### src/rtl/vector_unpacker_if.sv
// Load and element handshake bundle for vector_unpacker.
// The unpacker takes the slave side; producer/consumer logic takes the master side.
interface vector_unpacker_if #(
    parameter int LANES = 4,
    parameter int W     = 16
);
    localparam int IDXW = $clog2(LANES);

    logic                 load_valid;
    logic                 load_ready;
    logic [LANES*W-1:0]   vec_in;
    logic                 elem_valid;
    logic                 elem_ready;
    logic [W-1:0]         elem_out;
    logic [IDXW-1:0]      elem_idx;
    logic                 elem_last;
    logic                 busy;

    modport master (
        output load_valid, vec_in, elem_ready,
        input  load_ready, elem_valid, elem_out, elem_idx, elem_last, busy
    );

    modport slave (
        input  load_valid, vec_in, elem_ready,
        output load_ready, elem_valid, elem_out, elem_idx, elem_last, busy
    );
endinterface

### src/rtl/vector_unpacker.sv
// Parallel-in, element-serial-out vector reader: one vector word in, LANES elements out
// lane 0 first. State updates on the falling edge to line up with the pipeline registers.
module vector_unpacker #(
    parameter int LANES = 4,
    parameter int W     = 16
) (
    input  logic                  clk,
    input  logic                  reset,
    input  logic                  flush,
    vector_unpacker_if.slave      bus
);
    localparam int              IDXW     = $clog2(LANES);
    localparam logic [IDXW-1:0] LAST_IDX = IDXW'(LANES - 1);

    typedef enum logic {IDLE, SEND} state_t;

    state_t                   state_q, state_d;
    logic [IDXW-1:0]          idx_q, idx_d;
    logic [LANES-1:0][W-1:0]  buf_q;
    logic                     load_acc;
    logic                     elem_acc;

    // Outputs are decoded from state; elem_out only ever muxes the registered buffer.
    always_comb begin
        // NOTE: every always_comb output gets a default first so no path leaves it unassigned (no latch).
        bus.elem_valid = 1'b0;
        bus.elem_out   = '0;
        bus.elem_idx   = idx_q;
        bus.elem_last  = 1'b0;
        bus.busy       = 1'b0;
        if (state_q == SEND) begin
            bus.elem_valid = 1'b1;
            bus.elem_out   = buf_q[idx_q];
            bus.elem_last  = (idx_q == LAST_IDX);
            bus.busy       = 1'b1;
        end
    end

    // load_ready opens on the last element handshake so a new vector follows with no bubble.
    assign bus.load_ready = !reset && !flush &&
                            ((state_q == IDLE) || (bus.elem_valid && bus.elem_ready && bus.elem_last));
    assign load_acc = bus.load_valid && bus.load_ready;
    assign elem_acc = bus.elem_valid && bus.elem_ready && !flush;

    always_comb begin
        state_d = state_q;
        idx_d   = idx_q;
        if (elem_acc) begin
            if (idx_q != LAST_IDX) begin
                idx_d = idx_q + IDXW'(1);
            end else begin
                state_d = IDLE;
                idx_d   = '0;
            end
        end
        if (load_acc) begin
            state_d = SEND;
            idx_d   = '0;
        end
        if (flush) begin
            state_d = IDLE;
            idx_d   = '0;
        end
    end

    always_ff @(negedge clk) begin
        // NOTE: sequential state uses non-blocking assignments so all registers see pre-edge values.
        if (reset) begin
            state_q <= IDLE;
            idx_q   <= '0;
            // NOTE: the element buffer is a plain register bank, so it is reset to a known zero.
            buf_q   <= '0;
        end else begin
            state_q <= state_d;
            idx_q   <= idx_d;
            if (load_acc) begin
                buf_q <= bus.vec_in;
            end
        end
    end
endmodule

### src/flat_wrapper.sv
// flat-port wrapper written by rule: the top's interface ports become plain ports
module vector_unpacker_flat 
#(
    parameter int LANES = 4,
    parameter int W     = 16
)
  (clk, reset, flush, bus_load_valid, bus_vec_in, bus_elem_ready, bus_load_ready, bus_elem_valid, bus_elem_out, bus_elem_idx, bus_elem_last, bus_busy);
  vector_unpacker_if #(.LANES(LANES), .W(W)) bus_i ();
  input  logic clk;
  input  logic reset;
  input  logic flush;
  input wire logic [$bits(bus_i.load_valid)-1:0] bus_load_valid;
  input wire logic [$bits(bus_i.vec_in)-1:0] bus_vec_in;
  input wire logic [$bits(bus_i.elem_ready)-1:0] bus_elem_ready;
  output wire logic [$bits(bus_i.load_ready)-1:0] bus_load_ready;
  output wire logic [$bits(bus_i.elem_valid)-1:0] bus_elem_valid;
  output wire logic [$bits(bus_i.elem_out)-1:0] bus_elem_out;
  output wire logic [$bits(bus_i.elem_idx)-1:0] bus_elem_idx;
  output wire logic [$bits(bus_i.elem_last)-1:0] bus_elem_last;
  output wire logic [$bits(bus_i.busy)-1:0] bus_busy;
  assign bus_i.load_valid = bus_load_valid;
  assign bus_i.vec_in = bus_vec_in;
  assign bus_i.elem_ready = bus_elem_ready;
  assign bus_load_ready = bus_i.load_ready;
  assign bus_elem_valid = bus_i.elem_valid;
  assign bus_elem_out = bus_i.elem_out;
  assign bus_elem_idx = bus_i.elem_idx;
  assign bus_elem_last = bus_i.elem_last;
  assign bus_busy = bus_i.busy;
  vector_unpacker #(.LANES(LANES), .W(W)) u_core (.clk(clk), .reset(reset), .flush(flush), .bus(bus_i));
endmodule
### config.mk
export PLATFORM = sky130hd
export DESIGN_NAME = vector_unpacker_flat
export DESIGN_NICKNAME = d
export VERILOG_FILES = /design/src/rtl/vector_unpacker_if.sv /design/src/rtl/vector_unpacker.sv /design/src/flat_wrapper.sv
export SDC_FILE = /design/constraint.sdc
export NUM_CORES = 1
export LEC_CHECK = 0
export ABC_AREA = 1
export CAP_MARGIN = 20
export CORE_UTILIZATION = 35
export DETAILED_ROUTE_END_ITERATION = 16
export GPL_TIMING_DRIVEN = 0
export MAX_ROUTING_LAYER = met4
export PLACE_DENSITY = 0.62
export RECOVER_POWER = 100
export SLEW_MARGIN = 0
export SYNTH_ARGS = -nofsm -noshare
export SYNTH_HDL_FRONTEND = slang
export SYNTH_SLANG_ARGS = --single-unit
### constraint.sdc
create_clock -name clk -period 3.3 [get_ports clk]
set_clock_uncertainty 0.2 [all_clocks]
set_input_delay 0.495 -clock clk [delete_from_list [all_inputs] [get_ports clk]]
set_output_delay 0.495 -clock clk [all_outputs]
set_load 0.1 [all_outputs]
==> impl_metrics.json, run 1 <==
{
  "status": "complete, but fails checks",
  "violations": "setup timing",
  "cp.arrival_ns": 3.45,
  "std_cell_rows": 38,
  "diodes": 0,
  "clock_path_buffers": 2,
  "p_per_area_nw_per_um2": 393,
  "rsz0062_at_grt": "true",
  "grt_pass1_wl_microns": 20800,
  "cts_tree": "done",
  "ant_nets": 0,
  "synthSimpleGateAreaFrac_pct": 35.8,
  "area_delta_synth_final_pct": 59.1,
  "synth_top_family_by_area": "simple AND/OR/NAND/NOR gates",
  "clock_sinks": 67,
  "syn_area_sq_um": 4060,
  "die_h_microns": 110,
  "power.total_uw": 2540,
  "die_width_microns": 110,
  "syn_inst": 685,
  "cts_made_buffers": 9,
  "h-tree-depth": 3,
  "grt_max_degree": 11,
  "vias": 4632,
  "cellLeakagePower_uw": 0.00344,
  "synth_nets": 755,
  "portBuffers": 90,
  "dr.pass1.iters": 5,
  "clockRootBuffer": "clkbuf_16",
  "end_kind": "output port",
  "routed_wl_microns": 13000,
  "die_area_sq_um": 12000,
  "critPathKind": "reg2out",
  "worst_pin_slew_ns": 0.519,
  "synth.avg_cell_area_sq_um": 5.93,
  "synth-compound-area-share_pct": 5.42,
  "vias_per_cell": 4.55,
  "synth_xor_area_share_pct": 0,
  "required_ns": 2.60,
  "cp_max_fo": 8,
  "setup_viol": 52,
  "core_area_sq_um": 11100,
  "slew_headroom_pct": 65.4,
  "yosys.area_share.adder_pct": 0.308,
  "synthMuxAreaShare_pct": 0,
  "drive_above_1_share_pct": 16.1,
  "yosys_warnings": 0,
  "cts.clk_slew.worst_paths_ns": 0.03,
  "r2r_slack_ns": 1.16,
  "drtIter0Drc": 302,
  "drt-wirelength-per-cell_microns": 12.7,
  "clock_latency_ns": 0.40,
  "ios": 91,
  "hold_viol": 0,
  "maxCapViolCount": 0,
  "drc": 0,
  "dp_worst_setup_slack_ns": -1.46,
  "start_kind": "flip-flop",
  "final_cell_mix": "267 x inv_1, 178 x nand2_1, 66 x nor2_1",
  "grt_usage_pct": 23.9,
  "antenna_found_initial": 0,
  "ys_types": 20,
  "ir_worst_vdd_uv": 200,
  "setup_ws_ns": -0.847,
  "hpwl_microns": 9090,
  "grt_pass1_vias": 4607,
  "gp_congestion": 0.870,
  "yosysSeqAreaShare_pct": 33.0,
  "final_max_slew_viol_count": 0,
  "synth-seq-cells": 67,
  "nets": 942,
  "start_util_pct": 36.7,
  "grt_overflow_total": 0,
  "final_common_cell": "inv_1",
  "hold_path_class": "reg2reg"
}
[area by class of cell]
| cell class | instances | area, sq um |
|---|---|---|
| Multi-Input combinational cell | 371 | 1970 |
| Tap cell | 140 | 175 |
| Fill cell | 1097 | 4620 |
| Buffer | 44 | 375 |
| Clock buffer | 9 | 225 |
| Sequential cell | 67 | 1350 |
| Inverter | 202 | 773 |
| Timing Repair Buffer | 110 | 1280 |
| Clock inverter | 74 | 308 |
[critical path, stage by stage, from the launching register on]
cell      delay (ns)
dfxtp_4         0.33
buf_6           0.13
buf_8           0.13
buf_6           0.12
o211ai_1        0.40
a21oi_4         0.11
buf_12          0.19
[per-stage QoR]
step	area [sq um]	hold WS, ns	cells	setup TNS (ns)	util, %
floorplan	4340	0.286	685	-12.23	-
global placement	5410	0.300	915	-64.75	48.9
detailed placement	5410	0.302	915	-63.98	48.9
CTS	6400	0.311	1012	-14.25	57.7
global route	6460	0.349	1017	-20.63	58.3
finish	6460	0.314	1017	-16.94	58.3
[power breakdown]
| group | internal, uW | leakage, uW | switching (uW) |
|---|---|---|---|
| combinational | 189 | 0.00239 | 238 |
| clock | 681 | 0.000508 | 564 |
| sequential | 855 | 0.000550 | 15.1 |
[state kept, by name, indices dropped and copies added, names as in the netlist]
name and cells:
u_core.bus.elem_idx 2, u_core.buf_q 64, u_core.state_q 1
[synthesized netlist by cell type]
library cell  instances  area [sq um]
buf_1                 8          30.0
buf_4                 8          60.1
nand4_1              64           400
nand2_1             184           691
inv_2                 1          3.75
nor2_4                1          11.3
o21ai_0               2          10.0
dfxtp_1              67          1340
inv_1               200           751
o211ai_1             16           120
clkbuf_1              7          26.3
nand3_1              16          80.1
nand2_2               1          6.26
nor2_1               66           248
clkinv_1              2          7.51
buf_6                 7          78.8
ha_1                  1          12.5
nand3_4               1          17.5
buf_2                15          75.1
a21oi_1              18          90.1
[cell families (layout without fill, tap and decap cells)]
group	after synthesis	in the layout
compound gates	36	36
fa+ha+maj	1	1
buf+inv	248	439
flops	67	67
simple gates	333	334
[final timing paths]
path	start	end	cells past startpoint
worst max-delay path	u_core.bus.elem_idx[0]$_SDFFE_NP0P_	bus_elem_out[8]	6
worst min-delay path	u_core.buf_q[47]$_SDFFE_NP0P_	u_core.buf_q[47]$_SDFFE_NP0P_	4
worst max register to register	u_core.bus.elem_idx[0]$_SDFFE_NP0P_	u_core.buf_q[18]$_SDFFE_NP0P_	11
worst min register to register	u_core.buf_q[47]$_SDFFE_NP0P_	u_core.buf_q[47]$_SDFFE_NP0P_	4
[layer usage]
metal  vias to the layer above  track usage [%]  part of all wire, %
li1                       2403                -                    -
met1                      2060             29.3                   47
met2                       151             36.3                   46
met3                        18             5.39                  4.8
met4                         0             13.2                  2.2
met5                         -                -                    0
[what timing repair did]
action,CTS,global route
hold buffers,0,0
setup buffers,12,6
pin swaps,26,11
gates cloned,3,0
hold endpoints to repair,0,0
setup endpoints to repair,87,76
gates resized for setup,242,20
Power figures use the tool's default switching activity.
==> run 2, diff against run 1 <==
--- a/config.mk
+++ b/config.mk
@@ -9,7 +9,6 @@
 export CAP_MARGIN = 20
 export CORE_UTILIZATION = 35
 export DETAILED_ROUTE_END_ITERATION = 16
-export GPL_TIMING_DRIVEN = 0
 export MAX_ROUTING_LAYER = met4
 export PLACE_DENSITY = 0.62
 export RECOVER_POWER = 100
==> run 2 against run 1 <==
  * The run still ends with setup timing left
  * Sequential cell count unchanged
  * Core utilization grew 1.4 points
  * Wire length fell by 0.79%
  * Sequential power about the same
  * Critical path type unchanged
  * Critical path depth decreased by 1
  * Highest routed layer unchanged
  * Design area grew 2.4%
  * Die area did not move
  * Power up 2.0%
==> impl_metrics.json, run 2 (synthesized netlist as in run 1, its figures left out) <==
{
  "grt_max_degree": 58,
  "grt_overflow_total": 0,
  "hold_viol": 0,
  "cts.clk_slew.worst_paths_ns": 0.05,
  "vias": 4621,
  "drive_above_1_share_pct": 15.3,
  "h-tree-depth": 3,
  "gp_congestion": 0.844,
  "final_max_slew_viol_count": 0,
  "die_area_sq_um": 12000,
  "drt-wirelength-per-cell_microns": 12.9,
  "grt_usage_pct": 23.1,
  "status": "complete, but fails checks",
  "clockRootBuffer": "clkbuf_16",
  "drc": 0,
  "grt_pass1_wl_microns": 20600,
  "routed_wl_microns": 12900,
  "drtIter0Drc": 269,
  "worst_pin_slew_ns": 0.413,
  "setup_ws_ns": -0.684,
  "antenna_found_initial": 0,
  "ant_nets": 0,
  "clock_sinks": 67,
  "final_common_cell": "inv_1",
  "cts_tree": "done",
  "grt_pass1_vias": 4642,
  "clock_path_buffers": 2,
  "slew_headroom_pct": 72.3,
  "die_width_microns": 110,
  "maxCapViolCount": 0,
  "diodes": 0,
  "power.total_uw": 2590,
  "dr.pass1.iters": 6,
  "portBuffers": 90,
  "end_kind": "output port",
  "largest-register": "u_core.buf_q",
  "nets": 921,
  "clock_latency_ns": 0.40,
  "final_cell_mix": "264 x inv_1, 175 x nand2_1, 67 x nor2_1",
  "ir_worst_vdd_uv": 254,
  "cp_max_fo": 16,
  "cts_made_buffers": 9,
  "setup_viol": 79,
  "area_delta_synth_final_pct": 62.9,
  "p_per_area_nw_per_um2": 392,
  "ios": 91,
  "die_h_microns": 110,
  "std_cell_rows": 38,
  "final_util_pct": 59.7,
  "critPathKind": "reg2out",
  "hpwl_microns": 8390,
  "start_kind": "flip-flop",
  "cellLeakagePower_uw": 0.00346,
  "required_ns": 2.60,
  "rsz0062_at_grt": "true",
  "violations": "setup timing",
  "cts_hold_buffers": 0,
  "start_util_pct": 36.7,
  "largest_register_ffs": 64,
  "core_area_sq_um": 11100,
  "cp.arrival_ns": 3.29,
  "hold_path_class": "reg2reg",
  "vias_per_cell": 4.64
}
==> run 2: changes by cell type in the layout (fill, tap and decap cells not counted), moves of 4 or more <==
cell      previous run  this run
buf_12              22        37
buf_2               10         1
buf_4               24        15
buf_6               17         9
clkbuf_1             4         0
nand3_1              6         2
==> run 2: area by class of cell <==
| cell class | count | area [sq um] |
|---|---|---|
| Fill cell | 1047 | 4460 |
| Multi-Input combinational cell | 370 | 2010 |
| Timing Repair Buffer | 134 | 1760 |
| Sequential cell | 67 | 1350 |
| Inverter | 202 | 777 |
| Clock inverter | 73 | 314 |
| Clock buffer | 9 | 225 |
| Tap cell | 140 | 175 |
==> run 2: per-layer routing <==
| metal | share of wire [%] | vias up | global-route usage [%] |
|---|---|---|---|
| li1 | - | 2355 | - |
| met1 | 44 | 2092 | 26.3 |
| met2 | 48 | 155 | 38.0 |
| met3 | 6.2 | 19 | 5.75 |
| met5 | 0 | - | - |
| met4 | 1.8 | 0 | 11.4 |
==> run 2: per-stage QoR <==
step	instances	setup WS (ns)	TNS [ns]	cell area [sq um]	hold WS, ns
after CTS	990	-0.689	-12.11	6410	0.307
after detailed placement	901	-0.412	-30.33	5690	0.299
after floorplan	685	-0.795	-12.23	4340	0.286
final	995	-0.684	-13.36	6620	0.309
after global placement	901	-0.380	-27.91	5690	0.296
after global routing	995	-0.732	-19.41	6620	0.337
==> run 2: worst paths after layout <==
kind / cells after the start / to / from / slack, ns
max reg2reg: 9 / u_core.buf_q[37]$_SDFFE_NP0P_ / u_core.bus.elem_idx[0]$_SDFFE_NP0P_ / 1.47
max: 5 / bus_elem_out[5] / u_core.bus.elem_idx[0]$_SDFFE_NP0P_ / -0.68
min reg2reg: 4 / u_core.buf_q[33]$_SDFFE_NP0P_ / u_core.buf_q[33]$_SDFFE_NP0P_ / 0.31
min: 4 / u_core.buf_q[33]$_SDFFE_NP0P_ / u_core.buf_q[33]$_SDFFE_NP0P_ / 0.31
==> run 2: report_power, final <==
part / total [uW] / internal, uW / switching [uW]
registers: 869 / 855 / 14.1
logic: 444 / 206 / 238
clock network: 1280 / 690 / 591
==> run 2: critical path: stages, from the launching register on <==
cell	delay, ns
dfxtp_4	0.39
clkbuf_16	0.20
nand2_1	0.07
o211ai_1	0.15
a21oi_4	0.22
buf_12	0.19
==> run 2: timing repair <==
| item | CTS | global route |
|---|---|---|
| setup buffers | 5 | 5 |
| endpoints found under the hold margin | 0 | 0 |
| gates cloned | 3 | 1 |
| endpoints found under the setup margin | 27 | 23 |
| resized for setup | 13 | 35 |
| pin swaps | 10 | 10 |
